### src/rtl/thresh_pkg.sv
// thresh_pkg: shared types and default widths for multi_threshold_detect.
//   thresh_state_e : per-channel detector state (IDLE, WINDOW, REPORT)
//   DEF_*          : default parameter values for channel count and widths
package thresh_pkg;

  localparam int unsigned DEF_N_CH = 32'd4;
  localparam int unsigned DEF_DW   = 32'd32;
  localparam int unsigned DEF_TW   = 32'd32;
  localparam int unsigned DEF_HW   = 32'd16;

  typedef enum logic [1:0] {
    ST_IDLE   = 2'd0,
    ST_WINDOW = 2'd1,
    ST_REPORT = 2'd2
  } thresh_state_e;

endpackage

### src/rtl/threshold_channel.sv
// threshold_channel: one channel of the multi-threshold event detector.
// Opens a window on sample > high, tracks the earliest maximum and its
// timestamp, closes after max(hold,1) consecutive quiet samples and holds the
// report until acknowledged.
// Optional feature macro: THRESH_OVERRUN_EN (sticky overrun flag).
// Ports:
//   clk, rst      : clock, synchronous active-high reset
//   sample        : this channel's sample
//   sample_valid  : sample strobe
//   timestamp     : timestamp of the current sample
//   high, low     : open / quiet thresholds (unsigned, live)
//   hold          : required consecutive quiet samples (0 acts as 1)
//   ack           : report acknowledge
//   valid         : report pending
//   detect_time   : timestamp of the reported peak
//   peak_value    : reported peak value
//   overrun       : sticky lost-event flag (0 when feature not built)
module threshold_channel
  import thresh_pkg::*;
#(
  parameter int unsigned DW = DEF_DW,
  parameter int unsigned TW = DEF_TW,
  parameter int unsigned HW = DEF_HW
) (
  input  logic          clk,
  input  logic          rst,
  input  logic [DW-1:0] sample,
  input  logic          sample_valid,
  input  logic [TW-1:0] timestamp,
  input  logic [DW-1:0] high,
  input  logic [DW-1:0] low,
  input  logic [HW-1:0] hold,
  input  logic          ack,
  output logic          valid,
  output logic [TW-1:0] detect_time,
  output logic [DW-1:0] peak_value,
  output logic          overrun
);

  localparam logic [HW-1:0] HOLD_ONE = {{(HW-1){1'b0}}, 1'b1};

  thresh_state_e state_r;
  logic [DW-1:0] max_r;
  logic [TW-1:0] max_t_r;
  logic [HW-1:0] quiet_r;
  logic          valid_r;
  logic [TW-1:0] detect_time_r;
  logic [DW-1:0] peak_value_r;

  logic [HW-1:0] hold_eff_s;
  logic          above_high_s;
  logic          quiet_hit_s;
  logic          quiet_sat_s;
  logic [HW-1:0] quiet_inc_s;
  logic          close_s;
  logic [DW-1:0] max_next_s;
  logic [TW-1:0] max_t_next_s;

  // Window bookkeeping: quiet classification, saturating count, peak update, close
  always_comb begin
    hold_eff_s   = hold;
    above_high_s = (sample > high);
    // A sample above high never counts as quiet, even when low > high.
    quiet_hit_s  = (sample < low) && !above_high_s;
    quiet_sat_s  = (quiet_r == {HW{1'b1}});
    quiet_inc_s  = quiet_r;
    max_next_s   = max_r;
    max_t_next_s = max_t_r;
    close_s      = 1'b0;
    if (hold == {HW{1'b0}}) begin
      hold_eff_s = HOLD_ONE;
    end else begin
      hold_eff_s = hold;
    end
    if (quiet_sat_s) begin
      quiet_inc_s = quiet_r;
    end else begin
      quiet_inc_s = quiet_r + HOLD_ONE;
    end
    // Strict compare keeps the earliest of equal peaks.
    if (sample > max_r) begin
      max_next_s   = sample;
      max_t_next_s = timestamp;
    end else begin
      max_next_s   = max_r;
      max_t_next_s = max_t_r;
    end
    if (quiet_hit_s && !quiet_sat_s && (quiet_inc_s == hold_eff_s)) begin
      close_s = 1'b1;
    end else begin
      close_s = 1'b0;
    end
  end

  // Channel FSM with registered report outputs
  always_ff @(posedge clk) begin
    if (rst) begin
      state_r       <= ST_IDLE;
      max_r         <= {DW{1'b0}};
      max_t_r       <= {TW{1'b0}};
      quiet_r       <= {HW{1'b0}};
      valid_r       <= 1'b0;
      detect_time_r <= {TW{1'b0}};
      peak_value_r  <= {DW{1'b0}};
    end else begin
      case (state_r)
        ST_IDLE: begin
          if (sample_valid && above_high_s) begin
            max_r   <= sample;
            max_t_r <= timestamp;
            quiet_r <= {HW{1'b0}};
            state_r <= ST_WINDOW;
          end else begin
            state_r <= ST_IDLE;
          end
        end
        ST_WINDOW: begin
          if (sample_valid) begin
            max_r   <= max_next_s;
            max_t_r <= max_t_next_s;
            if (close_s) begin
              quiet_r       <= quiet_inc_s;
              detect_time_r <= max_t_next_s;
              peak_value_r  <= max_next_s;
              valid_r       <= 1'b1;
              state_r       <= ST_REPORT;
            end else if (quiet_hit_s) begin
              quiet_r <= quiet_inc_s;
            end else begin
              quiet_r <= {HW{1'b0}};
            end
          end else begin
            state_r <= ST_WINDOW;
          end
        end
        ST_REPORT: begin
          // Any sample in the ack cycle is dropped.
          if (ack) begin
            valid_r <= 1'b0;
            state_r <= ST_IDLE;
          end else begin
            state_r <= ST_REPORT;
          end
        end
        default: begin
          valid_r <= 1'b0;
          state_r <= ST_IDLE;
        end
      endcase
    end
  end

`ifdef THRESH_OVERRUN_EN
  logic overrun_r;

  // Sticky flag: a new crossing while a report is still pending is lost
  always_ff @(posedge clk) begin
    if (rst) begin
      overrun_r <= 1'b0;
    end else if ((state_r == ST_REPORT) && !ack && sample_valid && above_high_s) begin
      overrun_r <= 1'b1;
    end else begin
      overrun_r <= overrun_r;
    end
  end

  assign overrun = overrun_r;
`else
  assign overrun = 1'b0;
`endif

  assign valid       = valid_r;
  assign detect_time = detect_time_r;
  assign peak_value  = peak_value_r;

endmodule

### src/rtl/multi_threshold_detect.sv
// multi_threshold_detect: N_CH independent threshold/hysteresis event
// detectors sharing one sample timer, for comparing arrival times across
// microphones.
// Optional feature macro: THRESH_OVERRUN_EN (per-channel sticky overrun).
// Ports:
//   clk, rst     : clock, synchronous active-high reset
//   data         : N_CH samples, channel c at [c*DW +: DW]
//   data_valid   : shared sample strobe
//   high, low    : window-open / quiet thresholds
//   hold         : consecutive quiet samples needed to close (0 acts as 1)
//   ack          : per-channel report acknowledge
//   valid        : per-channel report pending
//   detect_time  : per-channel peak timestamp, channel c at [c*TW +: TW]
//   peak_value   : per-channel peak value, channel c at [c*DW +: DW]
//   overrun      : per-channel sticky lost-event flag
module multi_threshold_detect
  import thresh_pkg::*;
#(
  parameter int unsigned N_CH = DEF_N_CH,
  parameter int unsigned DW   = DEF_DW,
  parameter int unsigned TW   = DEF_TW,
  parameter int unsigned HW   = DEF_HW
) (
  input  logic               clk,
  input  logic               rst,
  input  logic [N_CH*DW-1:0] data,
  input  logic               data_valid,
  input  logic [DW-1:0]      high,
  input  logic [DW-1:0]      low,
  input  logic [HW-1:0]      hold,
  input  logic [N_CH-1:0]    ack,
  output logic [N_CH-1:0]    valid,
  output logic [N_CH*TW-1:0] detect_time,
  output logic [N_CH*DW-1:0] peak_value,
  output logic [N_CH-1:0]    overrun
);

  localparam logic [TW-1:0] TIMER_ONE = {{(TW-1){1'b0}}, 1'b1};

  logic [TW-1:0] timer_r;

  // Shared sample timer; the current value is the timestamp of the present sample
  always_ff @(posedge clk) begin
    if (rst) begin
      timer_r <= {TW{1'b0}};
    end else if (data_valid) begin
      timer_r <= timer_r + TIMER_ONE;
    end else begin
      timer_r <= timer_r;
    end
  end

  for (genvar c = 0; c < N_CH; c++) begin : g_ch
    threshold_channel #(
      .DW(DW),
      .TW(TW),
      .HW(HW)
    ) u_ch (
      .clk          (clk),
      .rst          (rst),
      .sample       (data[c*DW +: DW]),
      .sample_valid (data_valid),
      .timestamp    (timer_r),
      .high         (high),
      .low          (low),
      .hold         (hold),
      .ack          (ack[c]),
      .valid        (valid[c]),
      .detect_time  (detect_time[c*TW +: TW]),
      .peak_value   (peak_value[c*DW +: DW]),
      .overrun      (overrun[c])
    );
  end

endmodule

### config.mk
export PLATFORM = sky130hd
export DESIGN_NAME = multi_threshold_detect
export DESIGN_NICKNAME = d
export VERILOG_FILES = /design/src/rtl/thresh_pkg.sv /design/src/rtl/threshold_channel.sv /design/src/rtl/multi_threshold_detect.sv
export SDC_FILE = /design/constraint.sdc
export NUM_CORES = 2
export LEC_CHECK = 0
export CORE_UTILIZATION = 35
export DETAILED_ROUTE_END_ITERATION = 8
export GPL_ROUTABILITY_DRIVEN = 0
export REMOVE_ABC_BUFFERS = 1
export SETUP_SLACK_MARGIN = 0.4
export SLEW_MARGIN = 0
export SYNTH_ARGS = -nofsm -noshare
export SYNTH_HDL_FRONTEND = slang
export SYNTH_SLANG_ARGS = --single-unit
### constraint.sdc
create_clock -name clk -period 9.7 [get_ports clk]
set_input_delay 0.97 -clock clk [delete_from_list [all_inputs] [get_ports clk]]
set_output_delay 0.97 -clock clk [all_outputs]
set_load 0.005 [all_outputs]
==> metrics <==
result of the run completed; Max Clock Skew between 0.02 and 0.03 ns; power density normalized to cell area between 100 and 150 nW/um^2; clock share of power 43.9%; Die Span Y around 330 um; area of the die 112,000 sq um; Final Critical Period between 5 and 6 ns; Worst Path Arrival 6.50 ns; number of resized instances in the post-cts repair step 0; max-cap check violation count 0; critical path required time 10.23 ns; initial antenna violation count 20; root buffer cell clkbuf_16; worst-case vdd ir drop between 0.15 and 0.2 mV; most common library cell in the layout ignoring fill and taps dfxtp_1; post-layout power 6.74 mW; largest net degree at the start of global routing 162; wire length of the first global-routing pass 221,000 um; number of placed instances, taps included slightly above 6,000; Main synth FF type dfxtp_1; Vias per Instance about 5.8; number of flops mapped to enable cells by yosys 0; half-perimeter wire length of the detailed placement result around 110,000 um; YS warnings 0; Starting Density roughly 35%; synthesized instance count about 4,600; Rows about 120; P_leak approximately 18 nW; Cell Count, Final, Fillers Out around 6,300; CTS H-tree lvls 3; Inserted Clock Buffers 76; number of distinct library cells after synthesis 82; RR Startpoint g_ch[0].u_ch.quiet_r[0]$_SDFFE_PP0P_; TNS Setup 0 ns; power share of the sequential group around two fifths; number of max-slew violations in the final report 0; combined global-route utilization of all metal layers 25.9%; post-synthesis instance area a little under 40,000 sq um; DR vias between 30,000 and 40,000; worst-case register-to-register setup slack between 4 and 5 ns; Setup Viol. Count Final 0; number of routed nets with antenna violations 0; x dimension of the die around 330 um; launch point of the worst path high[30]; cells taking the most area after synthesis dfxtp_1, ha_1, mux2i_1; Comb pwr share 17.2%; Hold Vio Cnt, Final 0; number of design-rule violations left by the first detailed-router iteration 3,225; TritonCTS sink count 620; number of flip-flops and latches in the synthesized netlist 620; setup bufs post-CTS 0; relative max-transition margin 9.30%; total internal power about 4.7 mW; number of global-route vias before repair ~34,000; TritonCTS clock tree built; final worst-path setup slack approximately 3.7 ns; Synth area leader dfxtp_1; highest clock frequency the design can meet around 170 MHz; worst hold slack 0.453 ns; synthesis-to-finish area growth 20.9%; drt first pass iters 8; setup repair after global routing missed its margin no; clk slew on worst S/H paths roughly 0.06 ns; maximum count of clock buffers along a single path 3; IO Port Bufs about 470; hold buffer count at CTS 0; largest fanout on the critical path 35; Hold Path Class reg2reg; startpoint type of the worst setup path primary input; total I/O pin count about 480; capturing instance or port of the critical path g_ch[3].u_ch.detect_time[14]$_SDFFE_PP0P_; mean instance size in the synthesized netlist 8.49 sq um; share of synthesized flip-flops with an asynchronous set or reset 0%; kind of end point of the critical path register; DRC 0; Total Wirelength around 150,000 um; top-area cell type share of the netlist area between 30% and 40%; setup slack after placement a little under 3 ns; post-synthesis sequential area ratio around a third; fraction of power spent switching nets between 20% and 30%; core area approximately 110,000 sq um; switching power approximately 2.0 mW; net total in the final layout 5,370; worst reg2reg path depth 10; end of the worst register-to-register path g_ch[0].u_ch.detect_time[5]$_SDFFE_PP0P_; post-route clock period utilization 61.6%; Worst Tran Pin Value 1.34 ns; most used cells in the layout excluding fill and tap cells dfxtp_1, clkdlybuf4s50_1, nand2_1; Wirelength per Cell between 20 and 25 um; clock insertion delay at the later pin of the skew report between 0.6 and 0.7 ns; Crit Path Category in2reg; fraction of layout cells with a size suffix above 1 between 6 and 7%; global route total overflow 0
## metal layers
| layer | part of all wire (%) | up-vias | wire length, um | track usage (%) |
|---|---|---|---|---|
| li1 | - | 17200 | - | - |
| met1 | 44 | 17600 | 65700 | 33.9 |
| met2 | 46 | 1243 | 68700 | 41.7 |
| met3 | 7.5 | 246 | 11300 | 5.93 |
| met4 | 3.1 | 26 | 4630 | 8.83 |
| met5 | 0.11 | - | 172 | 0 |
## worst max-delay path, stage by stage
cell and delay, ns:
clkdlybuf4s50_1 0.55, inv_1 0.22, ha_1 0.37, nand4_1 0.20, nor4_1 0.64, nand2_1 0.17, o311a_1 0.19, nor3_1 0.93
nand4_1 0.28, buf_4 0.37, nor2_4 0.86, buf_4 0.54, o21bai_1 0.13
## power groups by stage
stage,logic (mW),clock network (mW),registers [mW]
after floorplan,0.702,0,2.67
after global placement,1.13,0,2.68
after detailed placement,1.15,0,2.68
after CTS,1.15,3.02,2.63
after global routing,1.26,3.11,2.63
final,1.16,2.96,2.63
## area by class of cell
class	count	area [sq um]
fill	10800	62400
multi-input combinational	3325	23900
sequential	620	12400
timing repair buffer	516	5080
clock buffer	106	2190
tap	1476	1850
inverter	231	875
clock inverter	32	378
antenna	7	17.5
## through the flow
stage | utilization, % | cell area, sq um
2_1_floorplan | - | 37000
3_3_place_gp | 40.4 | 44100
3_5_place_dp | 40.4 | 44100
4_1_cts | 42.8 | 46700
5_1_grt | 42.8 | 46700
6_report | 42.8 | 46700
## sequential cells by signal, summed over array words and instances (netlist names)
name,cells
g_ch.u_ch.peak_value,128
g_ch.u_ch.state_r,8
g_ch.u_ch.valid,4
g_ch.u_ch.max_r,128
g_ch.u_ch.detect_time,128
timer_r,32
g_ch.u_ch.quiet_r,64
g_ch.u_ch.max_t_r,128
## cell usage after synthesis (all sizes together), types with 41 or more instances
master,n
nand3,110
mux2i,399
xor2,52
o211ai,81
a311oi,69
nor4,131
o21bai,41
buf,99
nor2,182
a31o,104
o31ai,73
o21ai,156
ha,385
dfxtp,620
nand4,106
xnor2,43
nand2,474
clkbuf,279
inv,231
nor3,93
a21oi,355
## logic make-up (layout without fill, tap and decap cells)
logic type / after synthesis / after routing / share of synthesized area, %
other: 1 / 11 / 0.00971
XOR/XNOR: 96 / 96 / 2.21
adder cells (fa/ha/maj): 385 / 385 / 12.5
AND/OR/NAND/NOR: 1344 / 1344 / 17.5
AO/OA/AOI/OAI: 1090 / 1090 / 18.8
flip-flops: 620 / 620 / 32.1
multiplexers: 406 / 406 / 10.5
buffers and inverters: 609 / 885 / 6.37
## worst min path at each step
stage	endpoint	depth (start not counted)	slack, ns	startpoint
after floorplan	g_ch[3].u_ch.max_t_r[0]$_SDFFE_PP0P_	2	0.43	g_ch[3].u_ch.max_t_r[0]$_SDFFE_PP0P_
after global placement	g_ch[3].u_ch.max_t_r[2]$_SDFFE_PP0P_	2	0.44	g_ch[3].u_ch.max_t_r[2]$_SDFFE_PP0P_
after detailed placement	g_ch[3].u_ch.max_t_r[25]$_SDFFE_PP0P_	2	0.45	g_ch[3].u_ch.max_t_r[25]$_SDFFE_PP0P_
after CTS	g_ch[3].u_ch.max_t_r[25]$_SDFFE_PP0P_	2	0.45	g_ch[3].u_ch.max_t_r[25]$_SDFFE_PP0P_
after global routing	g_ch[3].u_ch.max_t_r[9]$_SDFFE_PP0P_	2	0.47	g_ch[3].u_ch.max_t_r[9]$_SDFFE_PP0P_
final	g_ch[3].u_ch.max_t_r[12]$_SDFFE_PP0P_	2	0.45	g_ch[3].u_ch.max_t_r[12]$_SDFFE_PP0P_
Note: power is estimated with default switching activity, not from simulation.
